--- src/rtl/rll_pkg.sv ---
// Shared types and defaults for the RLL(2,7) frame controller.
package rll_pkg;

  typedef enum logic [2:0] {
    StIdle,
    StSync,
    StLen,
    StPayload,
    StPad,
    StDone
  } rll_state_e;

  localparam logic [7:0]  SyncByteDefault = 8'hA1;
  localparam int unsigned PadBitsDefault  = 4;

  // Frames go out MSB-first, so the coder bit is always taken from this end of the shifter.
  localparam int unsigned MsbIdx = 7;

  function automatic int unsigned len_width(input int unsigned max_len);
    return $clog2(max_len + 1);
  endfunction

endpackage

--- src/rtl/rll_rr_arbiter.sv ---
// Round-robin arbiter: one-hot grant from the request vector, starting the search at the pointer.
module rll_rr_arbiter #(
  parameter  int unsigned NREQ = 2,
  localparam int unsigned IW   = (NREQ > 1) ? $clog2(NREQ) : 1
) (
  input  logic            clk,
  input  logic            rst_n,
  input  logic [NREQ-1:0] req,
  input  logic            update,
  input  logic [IW-1:0]   served,
  output logic [NREQ-1:0] gnt,
  output logic [IW-1:0]   gnt_idx
);

  logic [IW-1:0] ptr_q;
  logic [IW-1:0] idx;
  logic          found;

  always_comb begin
    gnt     = '0;
    gnt_idx = '0;
    found   = 1'b0;
    idx     = '0;
    for (int unsigned off = 0; off < NREQ; off++) begin
      idx = IW'((32'(ptr_q) + off) % NREQ);
      if (!found && req[idx]) begin
        found      = 1'b1;
        gnt[idx]   = 1'b1;
        gnt_idx    = idx;
      end
    end
  end

  // The requester just served drops to lowest priority.
  always_ff @(posedge clk) begin
    if (!rst_n) begin
      ptr_q <= '0;
    end else if (update) begin
      ptr_q <= (served == IW'(NREQ - 1)) ? '0 : served + IW'(1);
    end
  end

endmodule

--- src/rtl/rll_frame_ctrl.sv ---
// Frame scheduler for the bit-serial RLL(2,7) coder: arbitrates two byte streams and emits
// sync + length + payload + zero tail MSB-first under a valid/ready handshake.
module rll_frame_ctrl
  import rll_pkg::*;
#(
  parameter int unsigned NREQ      = 2,
  parameter int unsigned MAX_LEN   = 16,
  parameter int unsigned LW        = len_width(MAX_LEN),
  parameter logic [7:0]  SYNC_BYTE = SyncByteDefault,
  parameter int unsigned PAD_BITS  = PadBitsDefault
) (
  input  logic               clk,
  input  logic               rst_n,
  input  logic [NREQ-1:0]    req,
  input  logic [NREQ*LW-1:0] req_len,
  input  logic [NREQ*8-1:0]  req_data,
  output logic [NREQ-1:0]    gnt,
  output logic [NREQ-1:0]    data_rd,
  output logic               enc_bit,
  output logic               enc_valid,
  input  logic               enc_ready,
  output logic               busy,
  output logic               done,
  output logic [7:0]         frame_cnt
);

  localparam int unsigned IW  = (NREQ > 1) ? $clog2(NREQ) : 1;
  localparam int unsigned BCW = 3;

  localparam logic [BCW-1:0] LastDataBit = BCW'(7);
  localparam logic [BCW-1:0] LastPadBit  = BCW'(PAD_BITS - 1);
  localparam logic [LW-1:0]  MaxLen      = LW'(MAX_LEN);

  rll_state_e      state_q;
  logic [NREQ-1:0] gnt_q;
  logic [IW-1:0]   gnt_idx_q;
  logic [LW-1:0]   len_q;
  logic [LW-1:0]   byte_cnt_q;
  logic [BCW-1:0]  bit_cnt_q;
  logic [7:0]      shift_q;
  logic            enc_valid_q;
  logic            busy_q;
  logic            done_q;
  logic [7:0]      frame_cnt_q;

  logic [NREQ-1:0] arb_gnt;
  logic [IW-1:0]   arb_idx;
  logic [LW-1:0]   arb_len_raw;
  logic [LW-1:0]   start_len;
  logic [7:0]      cur_data;
  logic            xfer;
  logic            byte_end;
  logic            more;
  logic            pop;

  rll_rr_arbiter #(
    .NREQ (NREQ)
  ) u_arb (
    .clk     (clk),
    .rst_n   (rst_n),
    .req     (req),
    .update  (state_q == StDone),
    .served  (gnt_idx_q),
    .gnt     (arb_gnt),
    .gnt_idx (arb_idx)
  );

  assign arb_len_raw = req_len[arb_idx*LW +: LW];
  assign start_len   = (arb_len_raw > MaxLen) ? MaxLen : arb_len_raw;
  assign cur_data    = req_data[gnt_idx_q*8 +: 8];

  assign xfer     = enc_valid_q & enc_ready;
  assign byte_end = xfer & (bit_cnt_q == LastDataBit);
  assign more     = byte_cnt_q < len_q;

  // Pop in the same cycle whose edge loads the head byte into the shifter.
  assign pop = byte_end & (((state_q == StLen) & (len_q != '0)) |
                           ((state_q == StPayload) & more));

  assign data_rd   = pop ? gnt_q : '0;
  assign gnt       = gnt_q;
  assign enc_bit   = shift_q[MsbIdx];
  assign enc_valid = enc_valid_q;
  assign busy      = busy_q;
  assign done      = done_q;
  assign frame_cnt = frame_cnt_q;

  always_ff @(posedge clk) begin
    if (!rst_n) begin
      state_q     <= StIdle;
      gnt_q       <= '0;
      gnt_idx_q   <= '0;
      len_q       <= '0;
      byte_cnt_q  <= '0;
      bit_cnt_q   <= '0;
      shift_q     <= '0;
      enc_valid_q <= 1'b0;
      busy_q      <= 1'b0;
      done_q      <= 1'b0;
      frame_cnt_q <= '0;
    end else begin
      done_q <= 1'b0;
      unique case (state_q)
        StIdle: begin
          if (|req) begin
            gnt_q       <= arb_gnt;
            gnt_idx_q   <= arb_idx;
            len_q       <= start_len;
            shift_q     <= SYNC_BYTE;
            bit_cnt_q   <= '0;
            enc_valid_q <= 1'b1;
            busy_q      <= 1'b1;
            state_q     <= StSync;
          end
        end
        StSync: begin
          if (byte_end) begin
            shift_q   <= 8'(len_q);
            bit_cnt_q <= '0;
            state_q   <= StLen;
          end else if (xfer) begin
            shift_q   <= {shift_q[6:0], 1'b0};
            bit_cnt_q <= bit_cnt_q + BCW'(1);
          end
        end
        StLen: begin
          if (byte_end) begin
            bit_cnt_q <= '0;
            if (len_q == '0) begin
              shift_q <= '0;
              state_q <= StPad;
            end else begin
              shift_q    <= cur_data;
              byte_cnt_q <= LW'(1);
              state_q    <= StPayload;
            end
          end else if (xfer) begin
            shift_q   <= {shift_q[6:0], 1'b0};
            bit_cnt_q <= bit_cnt_q + BCW'(1);
          end
        end
        StPayload: begin
          if (byte_end) begin
            bit_cnt_q <= '0;
            if (more) begin
              shift_q    <= cur_data;
              byte_cnt_q <= byte_cnt_q + LW'(1);
            end else begin
              shift_q <= '0;
              state_q <= StPad;
            end
          end else if (xfer) begin
            shift_q   <= {shift_q[6:0], 1'b0};
            bit_cnt_q <= bit_cnt_q + BCW'(1);
          end
        end
        StPad: begin
          if (xfer) begin
            if (bit_cnt_q == LastPadBit) begin
              enc_valid_q <= 1'b0;
              done_q      <= 1'b1;
              state_q     <= StDone;
            end else begin
              bit_cnt_q <= bit_cnt_q + BCW'(1);
            end
          end
        end
        StDone: begin
          gnt_q       <= '0;
          busy_q      <= 1'b0;
          frame_cnt_q <= frame_cnt_q + 8'd1;
          state_q     <= StIdle;
        end
        default: begin
          state_q <= StIdle;
        end
      endcase
    end
  end

endmodule

--- config.mk ---
export PLATFORM = sky130hd
export DESIGN_NAME = rll_frame_ctrl
export DESIGN_NICKNAME = d
export VERILOG_FILES = /design/src/rtl/rll_pkg.sv /design/src/rtl/rll_rr_arbiter.sv /design/src/rtl/rll_frame_ctrl.sv
export SDC_FILE = /design/constraint.sdc
export NUM_CORES = 1
export LEC_CHECK = 0
export CAP_MARGIN = 10
export CORE_UTILIZATION = 50
export DETAILED_ROUTE_END_ITERATION = 10
export GPL_TIMING_DRIVEN = 0
export PLACE_DENSITY = 0.78
export SKIP_CTS_REPAIR_TIMING = 1
export SLEW_MARGIN = 40
export SYNTH_ARGS = -nofsm -noshare
export SYNTH_HDL_FRONTEND = slang
export SYNTH_SLANG_ARGS = --single-unit
--- constraint.sdc ---
create_clock -name clk -period 3.74 [get_ports clk]
set_input_delay 0.935 -clock clk [delete_from_list [all_inputs] [get_ports clk]]
set_output_delay 0.935 -clock clk [all_outputs]
set_load 0.01 [all_outputs]
==> results.md <==
Worst setup path:
- The type of the worst setup path is in -> out.
- The required time of the worst setup path is between 2 and 3 ns.
- The signal on the critical path passes through clkdlybuf4s50_1 -> and3_1 -> buf_4 -> o2111ai_4 -> nand2_2 -> and2_1 -> dlymetal6s2s_1.
- The launching element type of the critical path is an input port.
- Data arrives at the worst endpoint at between 2 and 2.5 ns.
- The cell family contributing the most delay on the critical path is buffers and inverters.
- The maximum fanout along the worst path is 8.
- For this design, the slowest cell found on the critical path is clkdlybuf4s50_1.
- The stage delay of the slowest cell on the critical path is ~0.52 ns.
- The kind of end point of the critical path is a primary output.
- Counting both buffers and inverters, the worst setup path holds a total of 3.

Cells and area:
- The repair_antennas step left the layout with diodes totalling 0.
- Cells with a size suffix above 1 make up between 10% and 20% of the layout.
- The area growth from synthesis to layout is 30.4%.
- The final net count is between 300 and 400.
- Measured on the finished design, the core utilization comes to ~68%.
- The filler cell count is approximately 360.

Yosys:
- The number of enable flip-flop cells after synthesis is 0.
- The count of different cell masters after synthesis is 53.
- For this run, the leading register cell type out of synthesis is dfxtp_1.
- After synthesis, the largest family of logic cells by area is simple AND/OR/NAND/NOR gates.
- During synthesis, Yosys emitted a total of 0 warnings.
- After synthesis the netlist holds a flip-flop and latch count of 39.
- Counting flops with an async set or reset pin after synthesis yields a share of 0%.
- Of the post-synthesis cell area, the part taken by muxes is 4.74%.
- The number of nets in the synthesized netlist is between 300 and 400.
- The library cell occupying the most area in the post-synthesis netlist is dfxtp_1.
- Synthesis produced a netlist whose cell count is ~270.
- The synthesized-area fraction occupied by xor and xnor cells is under 10%.
- The post-synthesis cell area is roughly 2300 sq um.
- After Yosys synthesis, and, or, nand and nor cells account for 26.1% of the synthesized area.
- After synthesis, flip-flops and latches occupy 34.4% of the total area.
- The adder-cell share of the synthesized area is roughly 5%.
- The complex-gate fraction of the synthesized area is approximately 22%.
- By area the synthesized netlist is led by dfxtp_1 (34%), ha_1 (5.0%), nor2_1 (5.0%), a21oi_1 (4.0%), nand2_1 (3.5%).
- Averaged over all synthesized cells, the footprint is slightly above 8 sq um.
- After synthesis, the largest area contributor takes up around 34% of total cell area.

Drt:
- For this run, the detailed router's first-pass iteration total came to 4.
- The routed layout has around 2200 vias.
- Dividing the detail-routed via count by the number of cells gives between 5 and 6.
- For this run, design rule violations remaining after detail routing come to 0.
- The count of nets left with antenna violations once routing finished came out at 0.
- In the final routed layout, each cell accounts on average for 14.6 um.
- Summed over all layers, the routed wires come to ~5600 um.
- The first routing iteration left roughly 170 violations.

Placement:
- After legalization and detailed placement, the total HPWL measured between 4000 and 5000 um.
- The count of buffers added on input and output ports is 45.
- At the end of routability-driven placement, the weighted congestion stood at roughly 0.9.

Timing:
- For the pin with the worst max-slew slack, the measured transition is 0.646 ns.
- The worst path in the final design needs a cycle of 3.35 ns, including I/O delays and setup.
- The total negative setup slack is 0 ns.
- The final-report hold violation count came to 0.
- The share of the clock period used by the worst path is about nine tenths.
- Setup repair after global routing left no endpoint under its margin.
- The max-slew violation count was 0.
- The setup clock skew after layout is between 0.007 and 0.008 ns.
- The top achievable clock speed is between 200 and 300 MHz.
- Setup violations remaining at the end of the flow were counted as 0.
- The tightest slew margin relative to the limit is 56.6%.

CTS:
- Counting the buffers created by CTS gives 5.
- The maximum clock insertion buffer count is 2.
- The clock latency on the worst-skew pair is 0.29 ns.
- The CTS root buffer is clkbuf_8.
- Clock-pin slew was measured on the worst setup and hold paths at approximately 0.080 ns.
- CTS saw 39 sinks.
- The TritonCTS clock tree is built.
- The maximum level of the CTS H-tree is 2.

Status:
- The run finished with clean final reports.

Power:
- Total power for the finished layout comes to 1.52 mW.
- Summed over all cells, the static leakage comes to ~1.2 nW.
- The worst-case IR drop observed on VDD is between 300 and 400 uV.
- Power spread over the standard cell area amounts to 515 nW/um^2.

Global routing:
- The largest net degree at the start of global routing is 13.
- The number of antenna violations at the first check in global routing came to 0.
- Across every metal layer, demand over resource in global routing totals 23.9%.
- The via count of the first global-routing pass was approximately 2100.
- The first global-routing pass estimated 9390 um of wire.
- Summed over all layers, the global routing overflow is 0.

Die:
- The area of the die is 4810 sq um.
- The width of the die is approximately 70 um.
- The number of core rows is 24.
- The standard cell core area is around 4400 sq um.
- The effective utilization at floorplan is between 50 and 60%.
- Measured along the y axis, the die boundary spans approximately 69 um.
- For this design the top-level I/O count stands at between 40 and 50.

Flow run:
- The count of maximum capacitance violations is 0.

Min path:
- The worst hold path class is reg -> reg.
metrics by stage:
| step | hold slack, ns | instance area [sq um] | cells | setup slack (ns) |
|---|---|---|---|---|
| floorplan | 0.446 | 2270 | 273 | 1.08 |
| global placement | 0.466 | 2780 | 370 | -0.189 |
| detailed placement | 0.469 | 2780 | 370 | -0.207 |
| CTS | 0.489 | 2900 | 378 | -0.206 |
| global route | 0.528 | 2960 | 381 | 0.288 |
| finish | 0.484 | 2960 | 381 | 0.393 |
per-layer routing:
layer,global-route usage (%),routed length (um),vias up
li1,-,-,1102
met1,29.3,2490,1016
met2,39.8,2660,61
met3,5.96,339,9
met4,9.98,81,0
met5,0,0,-
power by group:
group          switching (mW)  internal (mW)
Combinational           0.381          0.241
Sequential             0.0534          0.480
Clock                   0.153          0.216
Total                   0.587          0.937
layout make-up:
class	count	area, sq um	area share, %
Tap cell	52	65.1	2.20
Timing Repair Buffer	48	478	16.2
Inverter	13	48.8	1.65
Sequential cell	39	781	26.4
Clock buffer	6	82.6	2.79
Multi-Input combinational cell	209	1410	47.7
Buffer	12	57.6	1.95
Clock inverter	2	35.0	1.18
path summary, 6_finish.rpt:
| path | from | endpoint | slack (ns) | cells past startpoint |
|---|---|---|---|---|
| setup / recovery | enc_ready | data_rd[1] | 0.39 | 7 |
| hold / removal | bit_cnt_q[1] | bit_cnt_q[1] | 0.48 | 1 |
| setup reg to reg | len_q[2] | byte_cnt_q[4] | 1.53 | 8 |
| hold reg to reg | bit_cnt_q[1] | bit_cnt_q[1] | 0.48 | 1 |
cell usage after synthesis, types with 3 or more instances:
cell type  number
and3_1          3
and2_1          4
o21ai_0        10
o211ai_1        6
mux2_2          6
a21oi_1        18
clkbuf_1        6
a22o_1          3
inv_1          12
nand3b_1        8
nor2_1         30
xor2_1          6
nand3_1         9
a311oi_1        5
a21o_1          4
nor2b_1         5
a32oi_1         4
or3b_2          4
nand2_1        21
buf_2           5
a211oi_1        3
nor3_1         11
mux2i_1         4
dfxtp_1        39
nand4_1         4
ha_1            9
cells in the final DEF, fill, tap and decap left out, types with 9 or more instances in the layout:
cell / n
clkdlybuf4s50_1: 43
dfxtp_1: 39
nor2_1: 30
nand2_1: 20
a21oi_1: 18
inv_1: 12
nor3_1: 11
o21ai_0: 10
ha_1: 9
worst reg2reg max path: cells and delay by family (launching register included):
family	cells	cell delay, ns
fa+ha+maj	1	0.33
buf+inv	2	0.29
compound gates	4	0.85
flops	1	0.36
simple gates	1	0.34
cell families (layout without fill, tap and decap cells):
family / Yosys count / in the layout
and+or+nand+nor: 112 / 112
AOI/OAI and AO/OA: 71 / 71
DFF: 39 / 39
buffers and inverters: 25 / 81
muxes: 10 / 10
adders and majority gates: 9 / 9
xor gates and xnor gates: 7 / 7
sequential cells by signal (all words and copies together), names as in the netlist, 2 cells and up:
| register | cells |
|---|---|
| shift_q | 8 |
| frame_cnt | 8 |
| byte_cnt_q | 5 |
| gnt | 2 |
| bit_cnt_q | 3 |
| state_q | 3 |
| len_q | 5 |
No activity file was read; power rests on OpenSTA's default activity.
